[config.mk]
export PLATFORM = sky130hd
export DESIGN_NAME = dma_copy
export DESIGN_NICKNAME = d
export VERILOG_FILES = /design/src/rtl/dma_pkg.sv /design/src/rtl/dma_addr_gen.sv /design/src/rtl/dma_copy.sv
export SDC_FILE = /design/constraint.sdc
export NUM_CORES = 1
export LEC_CHECK = 0
export ABC_AREA = 1
export CAP_MARGIN = 20
export CORE_ASPECT_RATIO = 1.5
export CORE_MARGIN = 4
export CORE_UTILIZATION = 35
export CTS_CLUSTER_DIAMETER = 150
export CTS_CLUSTER_SIZE = 8
export DETAILED_ROUTE_END_ITERATION = 10
export PLACE_DENSITY = 0.58
export SLEW_MARGIN = 10
export SYNTH_ARGS = -nofsm -noshare
export SYNTH_HDL_FRONTEND = slang
export SYNTH_SLANG_ARGS = --single-unit
[constraint.sdc]
create_clock -name clock -period 1.9 [get_ports clock]
set_input_delay 0.38 -clock clock [delete_from_list [all_inputs] [get_ports clock]]
set_output_delay 0.38 -clock clock [all_outputs]
set_load 0.01 [all_outputs]
[src/rtl/dma_pkg.sv]
`default_nettype none
// +------------------------------------------------------------------+
// | dma_pkg : shared widths and FSM state encoding for dma_copy      |
// | Revision: 1.0                                                    |
// +------------------------------------------------------------------+
package dma_pkg;

  localparam int c_ADDR_W = 32;
  localparam int c_DATA_W = 32;
  localparam int c_LEN_W  = 16;

  typedef enum logic [2:0] {
    S_IDLE  = 3'd0,
    S_READ  = 3'd1,
    S_LATCH = 3'd2,
    S_WRITE = 3'd3,
    S_DONE  = 3'd4
  } dma_state_t;

endpackage : dma_pkg
`default_nettype wire

[src/rtl/dma_addr_gen.sv]
`default_nettype none
// +------------------------------------------------------------------+
// | dma_addr_gen : source/destination pointers and word counter      |
// | Revision: 1.0                                                    |
// +------------------------------------------------------------------+
module dma_addr_gen
  import dma_pkg::*;
#(
  parameter int ADDR_W = c_ADDR_W,
  parameter int LEN_W  = c_LEN_W
) (
  input  logic              clock,
  input  logic              reset,
  input  logic              load,
  input  logic              step,
  input  logic [ADDR_W-1:0] src,
  input  logic [ADDR_W-1:0] dst,
  input  logic [LEN_W-1:0]  len,
  output logic [ADDR_W-1:0] src_ptr,
  output logic [ADDR_W-1:0] dst_ptr,
  output logic              last
);

  logic [ADDR_W-1:0] r_src_ptr;
  logic [ADDR_W-1:0] r_dst_ptr;
  logic [LEN_W-1:0]  r_cnt;
  logic [LEN_W-1:0]  r_len;
  logic [LEN_W-1:0]  w_cnt_next;

  assign w_cnt_next = r_cnt + LEN_W'(1);

  always_ff @(posedge clock) begin
    if (reset) begin
      r_src_ptr <= '0;
      r_dst_ptr <= '0;
      r_cnt     <= '0;
      r_len     <= '0;
    end else if (load) begin
      r_src_ptr <= src;
      r_dst_ptr <= dst;
      r_cnt     <= '0;
      r_len     <= len;
    end else if (step) begin
      // Pointers wrap naturally at the top of the address space.
      r_src_ptr <= r_src_ptr + ADDR_W'(1);
      r_dst_ptr <= r_dst_ptr + ADDR_W'(1);
      r_cnt     <= w_cnt_next;
    end
  end

  assign src_ptr = r_src_ptr;
  assign dst_ptr = r_dst_ptr;
  // True during the WRITE of the final word.
  assign last    = (w_cnt_next == r_len);

endmodule : dma_addr_gen
`default_nettype wire

[src/rtl/dma_copy.sv]
`default_nettype none
// +------------------------------------------------------------------+
// | dma_copy : word-by-word memory copy engine (READ/LATCH/WRITE)    |
// | Optional running checksum output: DMA_COPY_CHECKSUM_EN           |
// | Revision: 1.0                                                    |
// +------------------------------------------------------------------+
module dma_copy
  import dma_pkg::*;
#(
  parameter int ADDR_W = c_ADDR_W,
  parameter int DATA_W = c_DATA_W,
  parameter int LEN_W  = c_LEN_W
) (
  input  logic              clock,
  input  logic              reset,
  input  logic              start,
  input  logic [ADDR_W-1:0] src,
  input  logic [ADDR_W-1:0] dst,
  input  logic [LEN_W-1:0]  len,
  output logic              busy,
  output logic              done,
  output logic              mem_read,
  output logic              mem_write,
  output logic [ADDR_W-1:0] mem_addr,
  output logic [DATA_W-1:0] mem_wdata,
  input  logic [DATA_W-1:0] mem_rdata
`ifdef DMA_COPY_CHECKSUM_EN
  ,
  output logic [DATA_W-1:0] checksum
`endif
);

  dma_state_t        r_state;
  dma_state_t        w_state_next;
  logic [DATA_W-1:0] r_data;
  logic [ADDR_W-1:0] w_src_ptr;
  logic [ADDR_W-1:0] w_dst_ptr;
  logic              w_last;
  logic              w_load;
  logic              w_step;

  assign w_load = (r_state == S_IDLE) && start;
  assign w_step = (r_state == S_WRITE);

  dma_addr_gen #(
    .ADDR_W (ADDR_W),
    .LEN_W  (LEN_W)
  ) u_addr_gen (
    .clock   (clock),
    .reset   (reset),
    .load    (w_load),
    .step    (w_step),
    .src     (src),
    .dst     (dst),
    .len     (len),
    .src_ptr (w_src_ptr),
    .dst_ptr (w_dst_ptr),
    .last    (w_last)
  );

  always_ff @(posedge clock) begin
    if (reset) begin
      r_state <= S_IDLE;
    end else begin
      r_state <= w_state_next;
    end
  end

  always_comb begin
    w_state_next = r_state;
    case (r_state)
      S_IDLE: begin
        if (start) begin
          w_state_next = (len == '0) ? S_DONE : S_READ;
        end
      end
      S_READ:  w_state_next = S_LATCH;
      S_LATCH: w_state_next = S_WRITE;
      S_WRITE: w_state_next = w_last ? S_DONE : S_READ;
      S_DONE:  w_state_next = S_IDLE;
      default: w_state_next = S_IDLE;
    endcase
  end

  // Strobes are masked by reset so an in-flight word is never committed.
  always_comb begin
    busy      = (r_state != S_IDLE);
    done      = (r_state == S_DONE);
    mem_read  = 1'b0;
    mem_write = 1'b0;
    mem_addr  = '0;
    mem_wdata = '0;
    case (r_state)
      S_READ: begin
        if (!reset) begin
          mem_read = 1'b1;
          mem_addr = w_src_ptr;
        end
      end
      S_WRITE: begin
        if (!reset) begin
          mem_write = 1'b1;
          mem_addr  = w_dst_ptr;
          mem_wdata = r_data;
        end
      end
      default: ;
    endcase
  end

  always_ff @(posedge clock) begin
    if (reset) begin
      r_data <= '0;
    end else if (r_state == S_LATCH) begin
      r_data <= mem_rdata;
    end
  end

`ifdef DMA_COPY_CHECKSUM_EN
  logic [DATA_W-1:0] r_checksum;

  always_ff @(posedge clock) begin
    if (reset) begin
      r_checksum <= '0;
    end else if (w_load) begin
      r_checksum <= '0;
    end else if (r_state == S_LATCH) begin
      r_checksum <= r_checksum + mem_rdata;
    end
  end

  assign checksum = r_checksum;
`endif

endmodule : dma_copy
`default_nettype wire

==> results of run 1 <==
==> area by class of cell <==
class / instances / area [um2]
antenna: 1 / 2.50
clock buffer: 18 / 439
clock inverter: 14 / 179
fill: 2198 / 10500
inverter: 145 / 559
multi-input combinational: 905 / 4960
sequential: 131 / 2640
tap: 276 / 345
timing repair buffer: 303 / 2740
timing repair inverter: 1 / 8.76
==> through the flow <==
| step | cell area [um2] | instances | setup slack [ns] |
|---|---|---|---|
| final | 11900 | 1794 | -0.290 |
| after global routing | 11900 | 1794 | -0.369 |
| after CTS | 11400 | 1775 | -0.326 |
| after detailed placement | 10800 | 1732 | -0.638 |
| after global placement | 10800 | 1732 | -0.604 |
| after floorplan | 7990 | 1244 | 0.0568 |
==> how the worst max path moves through the flow <==
stage                            startpoint      endpoint  slack, ns  depth (start not counted)
floorplan           r_state[0]$_SDFFE_PP0P_  mem_addr[14]       0.06                          8
global placement                      reset  mem_addr[16]      -0.60                          6
CTS                 r_state[0]$_SDFFE_PP0P_  mem_addr[19]      -0.33                         11
finish              r_state[0]$_SDFFE_PP0P_  mem_addr[22]      -0.29                         10
global route        r_state[0]$_SDFFE_PP0P_  mem_addr[22]      -0.37                         10
detailed placement                    reset   mem_addr[7]      -0.64                          6
==> cells by family (layout without fill, tap and decap cells) <==
kind of cell | Yosys count | in the layout | synth area share (%)
AOI/OAI and AO/OA | 282 | 282 | 20.4
other | 0 | 1 | 0
xor gates and xnor gates | 10 | 10 | 1.10
buffers and inverters | 208 | 481 | 10.1
DFF | 131 | 131 | 32.8
and+or+nand+nor | 610 | 610 | 35.1
adders and majority gates | 3 | 3 | 0.470
==> sequential cells by signal, indices dropped and copies added (netlist names) <==
register,cells
r_data,32
u_addr_gen.dst_ptr,32
u_addr_gen.src_ptr,32
u_addr_gen.r_cnt,16
u_addr_gen.r_len,16
r_state,3
==> worst max-delay path: stages, from the launching register on <==
cell and delay, ns:
dfxtp_2 0.33, inv_2 0.04, nor2_4 0.10, buf_6 0.11, nand2_4 0.05, nor2_4 0.13
inv_4 0.06, buf_12 0.16, buf_6 0.13, o22ai_2 0.11, buf_2 0.16
==> power breakdown <==
part	switching [W]	leakage, nW	internal, W
Combinational	0.00106	3.55	0.000863
Sequential	0.000222	1.08	0.00301
Clock	0.00136	0.298	0.00211
==> layer usage <==
layer | vias up | share of wire [%] | global-route usage (%)
met4 | 0 | 3.9 | 11.6
met3 | 77 | 4.7 | 3.48
met5 | - | 0 | 0
met2 | 315 | 53 | 43.1
li1 | 4671 | - | -
met1 | 4406 | 39 | 24.9
==> what timing repair did <==
item,4_1_cts,5_1_grt
pin swaps,8,26
gates resized for setup,331,76
cloned,1,3
endpoints found under the setup margin,72,92
setup buffers,11,21
==> cell usage in the layout (no fill, tap or decap), drive strengths merged <==
cell type        n
nand2          274
buf            185
nor2           179
inv            147
dfxtp          131
o21ai          120
clkdlybuf4s50  113
nand3          101
a21oi           64
o22ai           28
nand4           26
o211ai          25
a31oi           21
clkbuf          20
nor3            19
xor2             9
clkinv           8
a22o             6
nand3b           6
o21bai           6
or2              4
bufinv           3
dlygate4sd2      3
a221oi           3
ha               3
o221ai           2
a32oi            2
a211oi           2
clkinvlp         2
diode            1
o311ai           1
o2111a           1
a32o             1
xnor2            1
nor4             1
==> results.json, run 1 <==
{
  "reg2reg_from": "u_addr_gen.r_cnt[1]$_SDFFE_PP0P_",
  "async_flop_share_pct": 0,
  "crit_type": "reg2out",
  "synth.area.top_cells": "dfxtp_1, nand2_1, nor2_1",
  "hold_path_end": "u_addr_gen.src_ptr[31]$_SDFFE_PP0P_",
  "vias": 9469,
  "yosysWarnings": 0,
  "ff2ff_path_depth": 12,
  "rsz0062_at_grt": "yes",
  "ant_nets": 0,
  "yosysSeqAreaShare_pct": 32.8,
  "syn-cell-area_um2": 7990,
  "clock_latency_ns": 0.43,
  "drtPass1Iterations": 5,
  "via_per_inst": 5.28,
  "setup.worst_path.start_class": "flip-flop",
  "finalHoldViolCount": 0,
  "synth.distinct_cells": 45,
  "place.gp.congestion": 0.890,
  "syn_to_final_growth_pct": 48.6,
  "portBuffers": 182,
  "grt_pass1_wl_mm": 45.7,
  "failed_checks": "setup timing",
  "wirelength_mm": 30.7,
  "cp_max_fo": 12,
  "maxCapViolCount": 0,
  "root_buffer": "clkbuf_16",
  "power_density_nw_per_um2": 726,
  "max-vdd-ir-drop_mv": 0.641,
  "tightest_slew_ns": 0.496,
  "min_period_ns": 2.19,
  "min_from": "u_addr_gen.src_ptr[31]$_SDFFE_PP0P_",
  "initialDrtViolationCount": 640,
  "die_w_um": 131,
  "synth_seq_cells": 131,
  "fin_util_pct": 53.1,
  "power_w": 0.00862,
  "start_util_pct": 35.7,
  "hold_ws_ns": 0.464,
  "drive_gt1_share_pct": 23.9,
  "hp-class": "reg2reg",
  "cp.arrival_ns": 1.81,
  "cts_hold_buf": 0,
  "fin_skew_ns": 0.0121,
  "final_nets": 1622,
  "crit_required_ns": 1.52,
  "drcViolationCount": 0,
  "h-tree-depth": 4,
  "fin_setup_tns_ns": -9.07,
  "syn_nets": 1362,
  "timing.slew.headroom_pct": 66.9,
  "setup_viol": 60,
  "avgSynthCellArea_um2": 6.42,
  "antenna_found_initial": 1,
  "cts_tree": "done",
  "fp-row-count": 67,
  "die_h_um": 193,
  "cts.sinks": 131,
  "dieArea_um2": 25400,
  "hpwl_mm": 22.4,
  "ys.flop_type": "dfxtp_1",
  "rr_endpoint": "r_state[0]$_SDFFE_PP0P_",
  "leakagePower_nw": 4.93,
  "yosysTopAreaCell": "dfxtp_1",
  "grt_usage_pct": 22.8,
  "endpoint_kind": "output pin",
  "hold_depth": 2,
  "clk_path_buf_depth": 2,
  "grt_pass1_vias": 8871,
  "synth.most_common_cell": "nand2_1",
  "synth-edff-count": 0,
  "min_period_over_period_pct": 115,
  "drv_slew": 0,
  "clock.fmax_mhz": 457,
  "io_pins": 183,
  "synthCells": 1244,
  "yosys-top-cells-count": "nand2_1, nor2_1, inv_1",
  "status": "complete, but fails checks",
  "synthDominantCellAreaShare_pct": 32.8,
  "wl_per_cell_um": 17.1,
  "cts_buffers": 17,
  "coreArea_um2": 22400,
  "timing.final.ws_setup_ns": -0.290,
  "clkTransAtPathRegs_ns": 0.06,
  "grt_max_degree": 46,
  "r2r_setup_slack_ns": 0.07,
  "overflow": 0
}
(Power assumes the default switching activity.)
==> run 2: changes to the inputs <==
--- a/config.mk
+++ b/config.mk
@@ -10,6 +10,7 @@
 export CORE_ASPECT_RATIO = 1.5
 export CORE_MARGIN = 4
 export CORE_UTILIZATION = 35
+export CTS_BUF_LIST = sky130_fd_sc_hd__clkbuf_4 sky130_fd_sc_hd__clkbuf_8
 export CTS_CLUSTER_DIAMETER = 150
 export CTS_CLUSTER_SIZE = 8
 export DETAILED_ROUTE_END_ITERATION = 10
==> run 2 against run 1 <==
The run still ends with setup timing left. Sequential cell count unchanged. Clock power decreased by 25%. Worst hold slack better by 0.0025 ns. Sequential share of layout area is 0.43 points higher. Count of clock-buffer cells in the layout unchanged. Combinational power barely moved. Core utilization down 1.0 points. Largest power group is now registers. Die area unchanged.
==> results.json, run 2 (synthesis gave the netlist of run 1 again) <==
{
  "power_w": 0.00773,
  "syn_to_final_growth_pct": 45.8,
  "clk_path_buf_depth": 2,
  "cp.arrival_ns": 1.87,
  "grt_usage_pct": 22.7,
  "drcViolationCount": 0,
  "timing.slew.headroom_pct": 66.6,
  "root_buffer": "clkbuf_8",
  "cts_tree": "done",
  "timing.final.ws_setup_ns": -0.355,
  "fin_skew_ns": 0.0133,
  "clkTransAtPathRegs_ns": 0.09,
  "grt_pass1_vias": 8922,
  "hpwl_mm": 22.4,
  "io_pins": 183,
  "setup_viol": 64,
  "cts_buffers": 17,
  "ff_latch_area_um2": 2640,
  "wl_per_cell_um": 17.0,
  "setup.worst_path.start_class": "flip-flop",
  "clock_latency_ns": 0.47,
  "h-tree-depth": 4,
  "slowest_delay_ns": 0.35,
  "grt_pass1_wl_mm": 45.5,
  "die_h_um": 193,
  "dieArea_um2": 25400,
  "fin_util_pct": 52.1,
  "grt_max_degree": 46,
  "maxCapViolCount": 0,
  "final_common_cell": "nand2_1",
  "multi_input_area_um2": 4950,
  "coreArea_um2": 22400,
  "finalHoldViolCount": 0,
  "leakagePower_nw": 4.83,
  "final_nets": 1619,
  "initialDrtViolationCount": 574,
  "cts_hold_buf": 0,
  "crit_type": "reg2out",
  "fin_setup_tns_ns": -13.52,
  "place.gp.congestion": 0.890,
  "tightest_slew_ns": 0.500,
  "drv_slew": 0,
  "portBuffers": 182,
  "via_per_inst": 5.22,
  "ant_nets": 0,
  "crit_required_ns": 1.52,
  "fp-row-count": 67,
  "path_cells": "nor2_4 > buf_6 > nand2_4 > nor2_4 > inv_4 > buf_12 > buf_6 > o22ai_2 > buf_2",
  "drtPass1Iterations": 5,
  "slowest_stage": "dfxtp_2",
  "hp-class": "reg2reg",
  "die_w_um": 131,
  "endpoint_kind": "output pin",
  "clock.fmax_mhz": 444,
  "status": "complete, but fails checks",
  "cp_max_fo": 11,
  "dp_slack_ns": -0.638,
  "final_cell_mix": "nand2_1, nor2_1, inv_1",
  "antenna_found_initial": 1,
  "min_period_ns": 2.25,
  "failed_checks": "setup timing",
  "power_density_nw_per_um2": 663,
  "wirelength_mm": 30.5,
  "min_period_over_period_pct": 119,
  "fillCellCount": 2238,
  "drive_gt1_share_pct": 24.2,
  "cts.sinks": 131,
  "rsz0062_at_grt": "yes",
  "vias": 9355,
  "overflow": 0,
  "max-vdd-ir-drop_mv": 0.436,
  "start_util_pct": 35.7
}
==> run 2: cell count changes in the layout (fill, tap and decap cells not counted), sizes merged <==
cell / change
buf: -2
clkbuf: +1
clkdlybuf4s15: +1
dlygate4sd2: -2
inv: -1
==> run 2: worst paths after layout <==
kind / end / startpoint / cells after the start / slack [ns]
min reg2reg: u_addr_gen.src_ptr[31]$_SDFFE_PP0P_ / u_addr_gen.src_ptr[31]$_SDFFE_PP0P_ / 2 / 0.47
max: mem_addr[22] / r_state[2]$_SDFFE_PP0P_ / 9 / -0.35
max reg2reg: u_addr_gen.dst_ptr[26]$_SDFFE_PP0P_ / u_addr_gen.dst_ptr[0]$_SDFFE_PP0P_ / 11 / 0.05
min: u_addr_gen.src_ptr[31]$_SDFFE_PP0P_ / u_addr_gen.src_ptr[31]$_SDFFE_PP0P_ / 2 / 0.47
==> run 2: cell type report <==
cell class | instances | share of cell area, %
Multi-Input combinational cell | 905 | 42.5
Tap cell | 276 | 2.96
Clock inverter | 14 | 1.54
Sequential cell | 131 | 22.7
Clock buffer | 18 | 2.13
Antenna cell | 1 | 0.0215
Timing Repair Buffer | 301 | 23.3
Inverter | 145 | 4.84
==> run 2: power by group <==
| part | switching, W | internal (W) |
|---|---|---|
| clock network | 0.00126 | 0.00135 |
| logic | 0.00104 | 0.000851 |
| registers | 0.000221 | 0.00300 |
| total | 0.00252 | 0.00520 |
==> run 2: timing repair <==
action	4_1_cts	5_1_grt
pin swaps	8	30
setup endpoints to repair	72	96
buffers inserted	12	17
gates cloned	1	2
gates resized for setup	333	83
==> run 2: metrics by stage <==
| stage | hold slack (ns) | instances | cell area [um2] |
|---|---|---|---|
| floorplan | 0.444 | 1244 | 7990 |
| global placement | 0.453 | 1732 | 10800 |
| detailed placement | 0.460 | 1732 | 10800 |
| CTS | 0.472 | 1776 | 11300 |
| global route | 0.486 | 1791 | 11700 |
| finish | 0.466 | 1791 | 11700 |
==> run 2: per-layer routing <==
metal / GRT usage, % / wire [um]
met5: 0 / 0
met3: 3.95 / 1400
met1: 24.5 / 11700
met2: 42.5 / 16100
met4: 12.3 / 1350
==> run 2: critical path: cells and delay by family, from the launching register on <==
kind,cells,cell delay [ns]
buf+inv,5,0.64
flops,1,0.35
simple gates,3,0.33
compound gates,1,0.10
